===== config.mk =====
export PLATFORM = sky130hd
export DESIGN_NAME = pipe_skid_buffer_flat
export DESIGN_NICKNAME = d
export VERILOG_FILES = /design/src/rtl/pipe_pkg.sv /design/src/rtl/pipe_skid_buffer_if.sv /design/src/rtl/pipe_en_reg.sv /design/src/rtl/pipe_skid_buffer.sv /design/src/flat_wrapper.sv
export SDC_FILE = /design/constraint.sdc
export NUM_CORES = 1
export LEC_CHECK = 0
export ABC_AREA = 1
export BUFFER_PORTS_ARGS = -buffer_cell sky130_fd_sc_hd__buf_4
export CAP_MARGIN = 30
export CORE_MARGIN = 1
export CORE_UTILIZATION = 50
export DETAILED_ROUTE_END_ITERATION = 8
export GPL_TIMING_DRIVEN = 0
export PLACE_DENSITY = 0.76
export SYNTH_ARGS = -nofsm -noshare
export SYNTH_HDL_FRONTEND = slang
export SYNTH_SLANG_ARGS = --single-unit

===== constraint.sdc =====
create_clock -name clk -period 3.7 [get_ports clk]
set_clock_uncertainty 0.15 [all_clocks]
set_input_delay 0.37 -clock clk [delete_from_list [all_inputs] [get_ports clk]]
set_output_delay 0.37 -clock clk [all_outputs]
set_load 0.005 [all_outputs]

===== src/rtl/pipe_pkg.sv =====
// rtl/pipe_pkg.sv - shared types for the pipeline skid buffer
package pipe_pkg;

    localparam int CNT_W = 2;

    typedef enum logic [1:0] {
        ST_EMPTY = 2'd0,
        ST_BUSY  = 2'd1,
        ST_FULL  = 2'd2
    } skid_state_t;

endpackage


===== src/rtl/pipe_skid_buffer_if.sv =====
// rtl/pipe_skid_buffer_if.sv - upstream/downstream handshake bundle for the skid buffer
interface pipe_skid_buffer_if #(
    parameter int WIDTH = 8
);
    import pipe_pkg::*;

    logic             s_valid;
    logic             s_ready;
    logic [WIDTH-1:0] s_data;
    logic             m_valid;
    logic             m_ready;
    logic [WIDTH-1:0] m_data;
    logic [CNT_W-1:0] count;

    modport master (
        output s_valid, s_data, m_ready,
        input  s_ready, m_valid, m_data, count
    );

    modport slave (
        input  s_valid, s_data, m_ready,
        output s_ready, m_valid, m_data, count
    );

endinterface


===== src/rtl/pipe_en_reg.sv =====
// rtl/pipe_en_reg.sv - enabled payload register with asynchronous active-low reset
module pipe_en_reg #(
    parameter int               WIDTH       = 8,
    parameter logic [WIDTH-1:0] RESET_VALUE = '0
) (
    input  logic             clk,
    input  logic             rst_n,
    input  logic             en,
    input  logic [WIDTH-1:0] d,
    output logic [WIDTH-1:0] q
);

    always_ff @(posedge clk or negedge rst_n) begin
        if (!rst_n) begin
            q <= RESET_VALUE;
        end else if (en) begin
            q <= d;
        end
    end

endmodule


===== src/rtl/pipe_skid_buffer.sv =====
// rtl/pipe_skid_buffer.sv - two-entry registered valid/ready slice
module pipe_skid_buffer
    import pipe_pkg::*;
#(
    parameter int               WIDTH       = 8,
    parameter logic [WIDTH-1:0] RESET_VALUE = '0
) (
    input  logic               clk,
    input  logic               rst_n,
    pipe_skid_buffer_if.slave  bus
);

    skid_state_t      state;
    skid_state_t      next_state;
    logic             main_en;
    logic             skid_en;
    logic [WIDTH-1:0] main_d;
    logic [WIDTH-1:0] main_q;
    logic [WIDTH-1:0] skid_q;

    always_ff @(posedge clk or negedge rst_n) begin
        if (!rst_n) begin
            state <= ST_EMPTY;
        end else begin
            state <= next_state;
        end
    end

    // In FULL the upstream side is stalled, so main only ever reloads from skid there.
    always_comb begin
        next_state = state;
        main_en    = 1'b0;
        skid_en    = 1'b0;
        main_d     = bus.s_data;
        unique case (state)
            ST_EMPTY: begin
                if (bus.s_valid) begin
                    main_en    = 1'b1;
                    next_state = ST_BUSY;
                end
            end
            ST_BUSY: begin
                if (bus.s_valid && bus.m_ready) begin
                    main_en = 1'b1;
                end else if (bus.s_valid) begin
                    skid_en    = 1'b1;
                    next_state = ST_FULL;
                end else if (bus.m_ready) begin
                    next_state = ST_EMPTY;
                end
            end
            ST_FULL: begin
                main_d = skid_q;
                if (bus.m_ready) begin
                    main_en    = 1'b1;
                    next_state = ST_BUSY;
                end
            end
            default: begin
                next_state = ST_EMPTY;
            end
        endcase
    end

    pipe_en_reg #(
        .WIDTH       (WIDTH),
        .RESET_VALUE (RESET_VALUE)
    ) u_main (
        .clk   (clk),
        .rst_n (rst_n),
        .en    (main_en),
        .d     (main_d),
        .q     (main_q)
    );

    pipe_en_reg #(
        .WIDTH       (WIDTH),
        .RESET_VALUE (RESET_VALUE)
    ) u_skid (
        .clk   (clk),
        .rst_n (rst_n),
        .en    (skid_en),
        .d     (bus.s_data),
        .q     (skid_q)
    );

    assign bus.m_valid = (state != ST_EMPTY);
    assign bus.s_ready = (state != ST_FULL);
    assign bus.m_data  = main_q;
    assign bus.count   = state;

endmodule


===== src/flat_wrapper.sv =====
// flat-port wrapper written by rule: the top's interface ports become plain ports
module pipe_skid_buffer_flat import pipe_pkg::*;
#(
    parameter int               WIDTH       = 8,
    parameter logic [WIDTH-1:0] RESET_VALUE = '0
)
  (clk, rst_n, bus_s_valid, bus_s_data, bus_m_ready, bus_s_ready, bus_m_valid, bus_m_data, bus_count);
  pipe_skid_buffer_if #(.WIDTH(WIDTH)) bus_i ();
  input  logic clk;
  input  logic rst_n;
  input wire logic [$bits(bus_i.s_valid)-1:0] bus_s_valid;
  input wire logic [$bits(bus_i.s_data)-1:0] bus_s_data;
  input wire logic [$bits(bus_i.m_ready)-1:0] bus_m_ready;
  output wire logic [$bits(bus_i.s_ready)-1:0] bus_s_ready;
  output wire logic [$bits(bus_i.m_valid)-1:0] bus_m_valid;
  output wire logic [$bits(bus_i.m_data)-1:0] bus_m_data;
  output wire logic [$bits(bus_i.count)-1:0] bus_count;
  assign bus_i.s_valid = bus_s_valid;
  assign bus_i.s_data = bus_s_data;
  assign bus_i.m_ready = bus_m_ready;
  assign bus_s_ready = bus_i.s_ready;
  assign bus_m_valid = bus_i.m_valid;
  assign bus_m_data = bus_i.m_data;
  assign bus_count = bus_i.count;
  pipe_skid_buffer #(.WIDTH(WIDTH), .RESET_VALUE(RESET_VALUE)) u_core (.clk(clk), .rst_n(rst_n), .bus(bus_i));
endmodule

**After elaboration in Yosys (flattened, before gate mapping)**

Cells that the tools add are included.
W data, S select, Z words.

- Bits in registers: 18
- Output and inout port bits: 12
- Word-level logic and storage cells: 27

- Reduce and logical (&&, ||, !) cells: 4
- Equality and inequality tests: 7
- Multiplexer cells: 13

Operators by type and width:

| cell | number |
|---|---|
| $mux W2 | 5 |
| $mux W8 | 1 |
| $ne A2 B2 Y1 const B | 4 |
| $pmux W2 S3 | 1 |
| $mux W1 | 5 |
| $reduce_and A4 Y1 | 1 |
| $ne A3 B3 Y1 const B | 1 |
| $pmux W1 S3 | 1 |
| $eq A2 B1 Y1 const B | 1 |
| $eq A2 B2 Y1 const B | 1 |
| $logic_not A2 Y1 | 1 |
| $reduce_bool A2 Y1 | 1 |
| $logic_and A1 B1 Y1 | 1 |

**Depth between registers and ports, before layout**

Gate-level depths: netlist (run 1).

- Depth after elaboration: 4
- Mapped depth: 7

**Cells and area by module**

Synthesis (run 1) repeated with hierarchy kept, for this count alone.

- Cell total of the unflattened synthesis: 114
- Area total of the unflattened synthesis: 854.6 um^2

Modules (own cells, without submodules):

| module | times used | seq. area each (um^2) | area an instance (um^2) | cells each |
|---|---|---|---|---|
| pipe_en_reg | 2 | 200.2 | 305.3 | 34 |
| pipe_skid_buffer | 1 | 50.0 | 244.0 | 46 |

**Worst setup path after synthesis (run 1)**

Ideal clock, no wire load.

- Path kind: reg2reg
- From: reg u_core.state[1], in the netlist u_core.bus.count[1]
- To: reg u_core.u_main.q[0]
- Required time: 3.432 ns
- Setup slack: 2.454 ns
- Buffers on the path: 1
- Library setup time: 0.118 ns
- Arrival: 0.978 ns
- Stages on the path, launching flop included: 8
- Clock period less this slack: 1.246 ns
- Cells stage by stage: dfrtp_1 > buf_6 > inv_2 > nand2_2 > nand2_4 > nand2_8 > nand2_1 > nand2_1

- Word-level cells in the longest chain between the ends: 2
- Elaborated cells between the ends (all ways): 5
- Classes of those cells: 2 x eq/ne; 2 x mux; 1 x reduce/logical

Ends and longest elaborated chain:

| item | RTL line | RTL |
|---|---|---|
| start: declaration | pipe_skid_buffer.sv:13 | `skid_state_t state;` |
| start signal: assignment | pipe_skid_buffer.sv:25 | `state <= next_state;` |
| $eq A2 B2 Y1 (tied with other cells) | pipe_skid_buffer.sv:35 | `unique case (state)` |
| $pmux W1 S3 / $mux W8 (equally long branches) | pipe_skid_buffer.sv:35 |  |
| end signal: assignment | pipe_en_reg.sv:15 | `q <= RESET_VALUE;` |
| end signal: assignment | pipe_en_reg.sv:17 | `q <= d;` |
| end: declaration | pipe_en_reg.sv:10 | `output logic [WIDTH-1:0] q` |

Parallel ways exist; a longest one is shown, timed or not.
A chain may end at the register's enable or synchronous reset.

**Worst setup path after layout (run 1)**

- From: reg u_core.state[0], in the netlist u_core.bus.count[0]
- To: out bus_s_ready

- Word-level cells in the longest chain between the ends: 1

Ends and longest elaborated chain:

| item | RTL line | RTL |
|---|---|---|
| $ne A2 B2 Y1 | pipe_skid_buffer.sv:88 | `assign bus.s_ready = (state != ST_FULL);` |
| end: declaration | flat_wrapper.sv:14 | `output wire logic [$bits(bus_i.s_ready)-1:0] bus_s_ready;` |

No other way between the ends.

==> results of run 1 <==
==> registers in the layout, indices dropped and copies added, names as in the netlist <==
name              count
u_core.u_skid.q       8
u_core.bus.count      2
u_core.u_main.q       8
==> repair_timing <==
action,CTS,global route
hold buffers,1,0
endpoints found under the setup margin,0,0
hold endpoints to repair,18,0
==> layer usage <==
layer | up-vias | part of all wire | track usage | wire length [um]
li1 | 398 | - | - | -
met1 | 362 | 0.46 | 0.280 | 858
met2 | 17 | 0.49 | 0.371 | 913
met3 | 4 | 0.036 | 0.0240 | 68
met4 | 0 | 0.017 | 0.127 | 31
met5 | - | 0 | 0 | 0
==> report_power, final <==
| group | switching [uW] | total [uW] | internal (uW) |
|---|---|---|---|
| combinational | 212 | 397 | 185 |
| sequential | 49.8 | 336 | 286 |
| clock | 62.7 | 123 | 60.0 |
| total | 325 | 856 | 531 |
==> Yosys cell counts <==
master	number
nand3_1	16
nand2_2	2
nor2_1	1
nand2_8	1
nand2_1	42
inv_1	9
buf_6	3
nand2_4	3
dfrtp_1	18
nor2_2	1
nand3_2	1
inv_2	2
a21oi_1	1
o21ai_2	8
==> through the flow <==
step | util | instance area, um2 | hold slack (ps) | instances | total power, uW
4_1_cts | 0.680 | 1170 | 163 | 161 | 864
5_1_grt | 0.680 | 1170 | 181 | 161 | 922
3_5_place_dp | 0.654 | 1130 | 103 | 156 | 739
2_1_floorplan | - | 925 | -75.6 | 108 | 585
6_report | 0.680 | 1170 | 168 | 161 | 856
3_3_place_gp | 0.654 | 1130 | 102 | 156 | 728
==> final cells by class <==
class | instances | area share
Sequential cell | 18 | 0.383
Multi-Input combinational cell | 76 | 0.340
Tap cell | 25 | 0.0266
Buffer | 3 | 0.0288
Timing Repair Buffer | 24 | 0.155
Inverter | 11 | 0.0351
Clock buffer | 4 | 0.0309
==> cell usage in the layout (no fill, tap or decap), drive strengths merged <==
cell type	instances
a21oi	1
buf	26
clkbuf	4
dfrtp	18
dlygate4sd3	1
inv	11
nand2	48
nand3	17
nor2	2
o21ai	8
==> worst max path at each step <==
stage	end	from	depth (start not counted)	slack, ps
after global placement	bus_s_ready	u_core.bus.count[0]	4	2310
after global routing	bus_s_ready	u_core.bus.count[0]	4	1910
after CTS	bus_s_ready	u_core.bus.count[0]	4	1960
after detailed placement	bus_s_ready	u_core.bus.count[0]	4	2300
after floorplan	u_core.u_main.q[0]	u_core.bus.count[1]	7	2450
final	bus_s_ready	u_core.bus.count[0]	4	1970
==> cell families (layout without fill, tap and decap cells) <==
group,after synthesis,count (layout),share of synthesized area
AO/OA/AOI/OAI,9,9,0.0812
buffers and inverters,14,42,0.0812
AND/OR/NAND/NOR,67,67,0.350
flip-flops,18,18,0.487
==> worst min-delay path, cell delays in order <==
cell	delay [ps]
buf_4	110
inv_1	60
o21ai_2	50
==> impl_metrics.py, run 1 <==
metrics = {
    "drt": {
        "routed_via_density": 4.85,
        "wirelength_mm": 1.87,
        "firstDrtPassIters": 4,
        "drc": 0,
        "ant_nets": 0,
        "wl_per_cell_um": 11.6,
        "drt_iter0_markers": 19,
        "vias": 781,
    },
    "global_routing": {
        "overflow": 0,
        "grt_pass1_vias": 725,
        "antenna_found_initial": 0,
        "grt_start_max_net_pins": 19,
        "grtUsageTotal": 0.223,
        "grt_pass1_wl_mm": 3.13,
    },
    "floorplan": {
        "fp.coreArea_um2": 1730,
        "fp.dieW_um": 45.0,
        "initial_utilization": 0.536,
        "ioPinCount": 24,
        "dieArea_um2": 2030,
        "rows": 15,
        "fp.dieH_um": 45.0,
    },
    "cts": {
        "cts_tree": "built",
        "cts-buffers-inserted": 3,
        "clock_sinks": 18,
        "root_buffer": "clkbuf_4",
        "postCtsSetupBuffers": 0,
        "clkLatencyLatePin_ps": 300,
        "clock_path_buffers": 2,
        "post_cts_resized": 0,
        "path_clk_slew_ps": 110,
        "htreeDepth": 1,
    },
    "sta": {
        "layout_min_cycle_time_ps": 1730,
        "slew_violations": 0,
        "hold_viol_final": 0,
        "setup-tns-final_ps": 0,
        "fmax_ghz": 0.577,
        "setup_viol": 0,
        "finalWorstSetupSlack_ps": 1970,
        "period_share": 0.468,
        "tightest_slew_ps": 234,
        "relSlewSlack": 0.844,
        "rsz0062_at_grt": "false",
    },
    "place": {
        "gp_congestion": 0.796,
        "place_hpwl_mm": 1.36,
        "portBuffers": 23,
        "place_worst_setup_slack_ps": 2300,
    },
    "setup_path": {
        "timing.rr.start": "u_core.bus.count[0]",
        "cp_top_family": "flip-flops",
        "max_stage_delay_ps": 420,
        "required_ps": 3180,
        "cp_max_fo": 10,
        "crit_slowest_cell": "dfrtp_1",
        "path_cells": "inv_2, buf_6, nand2_4, buf_4",
        "critPathLaunchType": "flop",
        "critical_path_class": "flop to output port",
        "reg2reg_to": "u_core.u_main.q[4]",
        "path_buf_inv": 3,
        "crit_path_end_kind": "output port",
        "arrival_ps": 1210,
        "rrSetupSlack_ps": 2330,
        "rr_worst_depth": 7,
    },
    "finish": {
        "layout-drive-gt1-share": 0.353,
        "final-seq-area_um2": 450,
        "fin_nets": 149,
        "fill_cells": 149,
        "antenna_cells": 0,
        "area.growth.synth_to_final_pct": 27.1,
        "multiInputGateArea_um2": 399,
    },
    "logic_synthesis": {
        "synth_top_area_cell": "dfrtp_1",
        "synth_top_area_frac": 0.487,
        "syn_area_um2": 925,
        "yosysWarnings": 0,
        "synth.net_count": 120,
        "synth_seq_area_share": 0.487,
        "synth_top_cells_by_area": "dfrtp_1 (49%), nand2_1 (17%), nand3_1 (8.7%)",
        "synth_cell_types": 14,
        "syn_avg_cell_area_um2": 8.56,
        "synth_cells": 108,
        "ys_ff_latch": 18,
    },
    "hold_path": {
        "min_path_cells": 3,
        "holdCritPathClass": "primary input to flop",
        "min_to": "u_core.u_skid.q[3]",
        "min_from": "bus_s_data[3]",
    },
    "pwr": {
        "p_per_area_nw_per_um2": 729,
        "ir_drop_v": 0.000404,
        "p_leak_uw": 0.000658,
    },
    "job": {
        "max_cap_viol_count": 0,
    },
    "status": {
        "outcome": "completed",
    },
}
(Power assumes the default switching activity.)
==> inputs of run 2 (changes only) <==
- clock period: 3.7 -> 1.7 ns (I/O delays scaled with it)
==> run 2 against run 1 <==
  * Power grew 120%
  * Critical endpoint unchanged
  * Sequential share of layout area shrank 2.7 points
  * Global-route usage grew 0.64 points
  * Combinational power grew 120%
  * First-iteration DRC count grew 5.3%
  * Setup slack lost 1800 ps
  * Highest routed layer unchanged
==> impl_metrics.py, run 2 (same netlist as run 1, synthesis figures left out) <==
metrics = {
    "status": {
        "outcome": "completed",
    },
    "drt": {
        "drc": 0,
        "vias": 809,
        "wl_per_cell_um": 11.5,
        "ant_nets": 0,
        "drt_iter0_markers": 20,
        "firstDrtPassIters": 4,
        "routed_via_density": 4.76,
        "wirelength_mm": 1.96,
    },
    "cts": {
        "clock_sinks": 18,
        "root_buffer": "clkbuf_4",
        "cts_tree": "built",
        "clkLatencyLatePin_ps": 290,
        "clock_path_buffers": 2,
        "post_cts_resized": 0,
        "cts-buffers-inserted": 3,
        "path_clk_slew_ps": 100,
        "htreeDepth": 1,
    },
    "setup_path": {
        "arrival_ps": 1200,
        "crit_slowest_cell": "dfrtp_1",
        "path_buf_inv": 3,
        "max_stage_delay_ps": 420,
        "critPathLaunchType": "flop",
        "path_cells": "inv_2, buf_6, nand2_4, buf_4",
        "required_ps": 1380,
        "cp_top_family": "flip-flops",
        "cp_max_fo": 10,
        "crit_path_end_kind": "output port",
        "critical_path_class": "flop to output port",
    },
    "sta": {
        "fmax_ghz": 0.656,
        "rsz0062_at_grt": "false",
        "slew_violations": 0,
        "setup_viol": 0,
        "period_share": 0.896,
        "setup-tns-final_ps": 0,
        "finalWorstSetupSlack_ps": 176,
        "relSlewSlack": 0.844,
        "layout_min_cycle_time_ps": 1520,
        "tightest_slew_ps": 235,
        "hold_viol_final": 0,
    },
    "pwr": {
        "internal_power_uw": 1170,
        "sw_frac_of_total": 0.377,
        "p_clk_frac": 0.142,
        "finalPower_uw": 1880,
        "power.share.sequential": 0.390,
        "p_per_area_nw_per_um2": 1480,
        "pwr-share-comb": 0.469,
        "ir_drop_v": 0.000880,
        "p_leak_uw": 0.000696,
        "p_sw_uw": 709,
    },
    "place": {
        "portBuffers": 23,
        "place_hpwl_mm": 1.36,
        "gp_congestion": 0.796,
        "place_worst_setup_slack_ps": 351,
        "placedInstanceArea_um2": 1130,
    },
    "global_routing": {
        "grtUsageMet1": 0.273,
        "antenna_found_initial": 0,
        "use_met2": 0.400,
        "grt_pass1_wl_mm": 3.22,
        "grt_pass1_vias": 759,
        "overflow": 0,
        "grt_most_used_layer": "met2",
        "grtUsageTotal": 0.229,
        "grtUsageMet3": 0.0240,
        "grt_start_max_net_pins": 19,
    },
    "floorplan": {
        "dieArea_um2": 2030,
        "fp.dieH_um": 45.0,
        "rows": 15,
        "fp.coreArea_um2": 1730,
        "initial_utilization": 0.536,
        "ioPinCount": 24,
        "fp.dieW_um": 45.0,
    },
    "finish": {
        "fin_util": 0.733,
        "fill_cells": 137,
        "fin_nets": 158,
        "layout-drive-gt1-share": 0.331,
        "multiInputGateArea_um2": 399,
        "postLayoutCellArea_um2": 1260,
        "final_common_cell": "nand2_1",
        "final_cell_mix": "nand2_1 (42), buf_4 (23), dfrtp_1 (18)",
        "final-seq-area_um2": 450,
        "area.growth.synth_to_final_pct": 36.8,
        "antenna_cells": 0,
    },
    "job": {
        "max_cap_viol_count": 0,
    },
    "hold_path": {
        "holdCritPathClass": "primary input to flop",
    },
}
==> run 2: worst paths after layout <==
| path | from | endpoint | slack (ps) | cells after the start |
|---|---|---|---|---|
| max reg2reg | u_core.bus.count[0] | u_core.u_main.q[4] | 340 | 7 |
| min reg2reg | u_core.u_skid.q[5] | u_core.u_skid.q[5] | 340 | 2 |
| max in group asynchronous | rst_n | u_core.u_main.q[2] | 1080 | 2 |
| max | u_core.bus.count[0] | bus_s_ready | 180 | 4 |
| min in group asynchronous | rst_n | u_core.bus.count[1] | 120 | 2 |
| min | bus_s_valid | u_core.bus.count[0] | 10 | 4 |
==> run 2: worst register-to-register path: cells and delay by family (launching register included) <==
family	cells	cell delay, ps
buf+inv	2	230
flops	1	420
simple gates	5	460
==> run 2: power by group through the flow <==
stage          clock [uW]  sequential (uW)  combinational, uW
2_1_floorplan           0              738                534
3_3_place_gp            0              737                848
3_5_place_dp            0              743                866
4_1_cts               274              733                890
5_1_grt               287              752                983
6_report              266              732                880
==> run 2: repair_timing <==
action                    4_1_cts  5_1_grt
hold endpoints to repair       27        0
setup buffers                   0        0
hold buffers                   10        0
==> run 2: final cells by class <==
| class | count | share of cell area |
|---|---|---|
| clock buffer | 4 | 0.0287 |
| timing repair buffer | 33 | 0.216 |
| multi-input combinational | 76 | 0.316 |
| inverter | 11 | 0.0326 |
| tap | 25 | 0.0247 |
| buffer | 3 | 0.0267 |
| sequential | 18 | 0.356 |
==> run 2: per-stage QoR <==
stage	instances	hold WS [ps]
6_report	170	12.2
5_1_grt	170	23.5
4_1_cts	170	2.44
3_5_place_dp	156	-97.0
3_3_place_gp	156	-97.7
2_1_floorplan	108	-276
==> run 2: routing by layer <==
metal	up-vias	wire length [um]
met5	-	0
met4	0	12
li1	417	-
met1	372	856
met3	2	66
met2	18	1020
==> inputs of run 3 (changes only) <==
--- a/config.mk
+++ b/config.mk
@@ -11,3 +11,3 @@
 export CORE_MARGIN = 1
-export CORE_UTILIZATION = 50
+export CORE_UTILIZATION = 49
 export DETAILED_ROUTE_END_ITERATION = 8
@@ -17,2 +17,3 @@
 export SYNTH_HDL_FRONTEND = slang
+export SYNTH_HIERARCHICAL = 1
 export SYNTH_SLANG_ARGS = --single-unit
--- a/constraint.sdc
+++ b/constraint.sdc
@@ -4,2 +4,2 @@
 set_output_delay 0.17 -clock clk [all_outputs]
-set_load 0.005 [all_outputs]
+set_load 0.02 [all_outputs]
==> run 3 against run 2 <==
  * Register-to-register slack worse by 50 ps
  * Highest routed layer unchanged
  * Combinational power shrank 37%
  * First-iteration DRC count decreased by 20%
  * Setup slack worse by 86 ps
  * Core utilization is 2.7 points higher
  * Clock-buffer cell count unchanged
  * The flow now finishes with violations (design-rule violations)
  * Clock power barely moved
  * Routed wire length decreased by 6.8%
  * Flip-flop and latch count is the same
  * Sequential power fell by 9.4%
  * Die area down 5.5%
==> impl_metrics.py, run 3 <==
metrics = {
    "status": {
        "outcome": "complete, but fails checks",
        "violations": "design-rule violations",
    },
    "setup_path": {
        "arrival_ps": 1290,
        "crit_slowest_cell": "dfrtp_1",
        "path_cells": "nor2_8, inv_4, buf_4",
        "critical_path_class": "flop to output port",
        "required_ps": 1380,
        "path_buf_inv": 2,
        "crit_path_end_kind": "output port",
        "critPathLaunchType": "flop",
        "max_stage_delay_ps": 500,
        "cp_max_fo": 10,
        "cp_top_family": "flip-flops",
    },
    "cts": {
        "clock_sinks": 18,
        "postCtsSetupBuffers": 0,
        "clock_path_buffers": 2,
        "cts_tree": "built",
        "root_buffer": "clkbuf_4",
        "htreeDepth": 1,
        "path_clk_slew_ps": 100,
        "post_cts_resized": 0,
        "cts-buffers-inserted": 3,
        "clkLatencyLatePin_ps": 300,
    },
    "place": {
        "place_hpwl_mm": 1.17,
        "placed_cells": 153,
        "portBuffers": 23,
        "placedInstanceArea_um2": 1050,
        "gp_congestion": 0.759,
    },
    "finish": {
        "fill_cells": 138,
        "fin_nets": 164,
        "final_common_cell": "nand2_1",
        "antenna_cells": 0,
        "final_cell_mix": "nand2_1 (77), buf_4 (23), dfrtp_1 (18)",
        "postLayoutCellArea_um2": 1180,
        "area.growth.synth_to_final_pct": 38.5,
        "layout-drive-gt1-share": 0.258,
        "fin_util": 0.759,
        "stdcell_count": 167,
    },
    "logic_synthesis": {
        "synth_cell_types": 11,
        "synth_edf_count": 0,
        "syn_avg_cell_area_um2": 7.50,
        "ys_ff_latch": 18,
        "yosysWarnings": 6,
        "synth.net_count": 126,
        "synth_seq_area_share": 0.527,
        "syn_area_um2": 855,
        "synthTopCellsByCount": "nand2_1 (77), dfrtp_1 (18), inv_2 (5)",
        "synth_top_area_frac": 0.527,
        "synth_top_cells_by_area": "dfrtp_1 (53%), nand2_1 (34%), buf_6 (2.6%)",
        "yosysMostFrequentCell": "nand2_1",
        "synth_ff_type": "dfrtp_1",
        "synth_cells": 114,
        "synth_top_area_cell": "dfrtp_1",
        "ys_async_sr_fraction": 1.00,
    },
    "global_routing": {
        "grt_pass1_wl_mm": 2.97,
        "grt_pass1_vias": 665,
        "grt_start_max_net_pins": 19,
        "overflow": 0,
        "antenna_found_initial": 0,
        "grtUsageTotal": 0.219,
    },
    "floorplan": {
        "dieArea_um2": 1910,
        "fp.dieW_um": 43.8,
        "fp.coreArea_um2": 1560,
        "rows": 14,
        "ioPinCount": 24,
        "fp.dieH_um": 43.8,
        "initial_utilization": 0.548,
    },
    "drt": {
        "vias": 781,
        "wl_per_cell_um": 10.9,
        "wirelength_mm": 1.83,
        "drt_iter0_markers": 16,
        "routed_via_density": 4.68,
        "ant_nets": 0,
        "drc": 2,
        "firstDrtPassIters": 6,
    },
    "pwr": {
        "ir_drop_v": 0.000726,
        "p_leak_uw": 0.000691,
        "p_per_area_nw_per_um2": 1250,
    },
    "sta": {
        "hold_viol_final": 0,
        "relSlewSlack": 0.793,
        "slew_violations": 0,
        "tightest_slew_ps": 311,
        "period_share": 0.946,
        "hold-worst-slack_ps": 3.08,
        "setup_viol": 0,
        "setup-tns-final_ps": 0,
        "fmax_ghz": 0.621,
        "rsz0062_at_grt": "false",
        "layout_min_cycle_time_ps": 1610,
    },
    "job": {
        "max_cap_viol_count": 0,
    },
    "hold_path": {
        "holdCritPathClass": "primary input to flop",
    },
}
-- run 3: cell count changes in the layout (fill, tap and decap cells not counted), moves of 2 or more --
cell	delta
inv_2	+3
nand2_1	+35
o21ai_2	-8
nor2_1	+2
nand3_1	-15
inv_1	-7
nand2_4	-3
-- run 3: logic make-up after synthesis --
| group | count (synthesis) | share of synthesized area |
|---|---|---|
| AOI/OAI and AO/OA | 1 | 0.00585 |
| buffers and inverters | 10 | 0.0644 |
| DFF | 18 | 0.527 |
| and+or+nand+nor | 85 | 0.403 |
-- run 3: tightest hold or removal path, delay by kind of cell --
| kind | cells | cell delay [ps] |
|---|---|---|
| buf+inv | 1 | 110 |
| simple gates | 1 | 80 |
| compound gates | 1 | 60 |
-- run 3: cell type report --
class                      count  area (um2)  area share
sequential                    18         450       0.381
timing repair buffer          33         273       0.230
clock buffer                   4        36.3      0.0307
multi-input combinational     86         349       0.295
tap                           16        20.0      0.0169
buffer                         2        22.5      0.0190
inverter                       8        32.5      0.0275
-- run 3: worst paths after layout --
kind	startpoint	end	slack, ps	cells after the start
min in group asynchronous	rst_n	u_core/u_main/q[1]	110	2
setup / recovery	u_core/bus.count[0]	bus_s_ready	90	3
setup reg to reg	u_core/bus.count[0]	u_core/u_main/q[6]	290	9
max in group asynchronous	rst_n	u_core/bus.count[1]	1100	2
hold reg to reg	u_core/u_skid/q[0]	u_core/u_skid/q[0]	330	2
hold / removal	bus_s_valid	u_core/bus.count[1]	3	3
-- run 3: report_power, final --
| part | internal (uW) | total [uW] | switching (uW) |
|---|---|---|---|
| Clock | 131 | 269 | 139 |
| Combinational | 234 | 552 | 319 |
| Sequential | 575 | 663 | 87.8 |
| Total | 939 | 1480 | 545 |
-- run 3: stage by stage --
stage,total power [uW],worst slack (ps)
floorplan,993,235
CTS,1490,94.2
global route,1580,50.1
global placement,1190,319
finish,1480,91.0
detailed placement,1210,287
-- run 3: layer usage --
metal  track usage  share of wire
met5             0              0
met4         0.131          0.021
met3        0.0250          0.034
met2         0.334           0.49
met1         0.299           0.45
-- run 3: repair_timing --
action,in CTS,in global routing
setup endpoints to repair,0,0
hold buffers,10,0
endpoints found under the hold margin,27,0
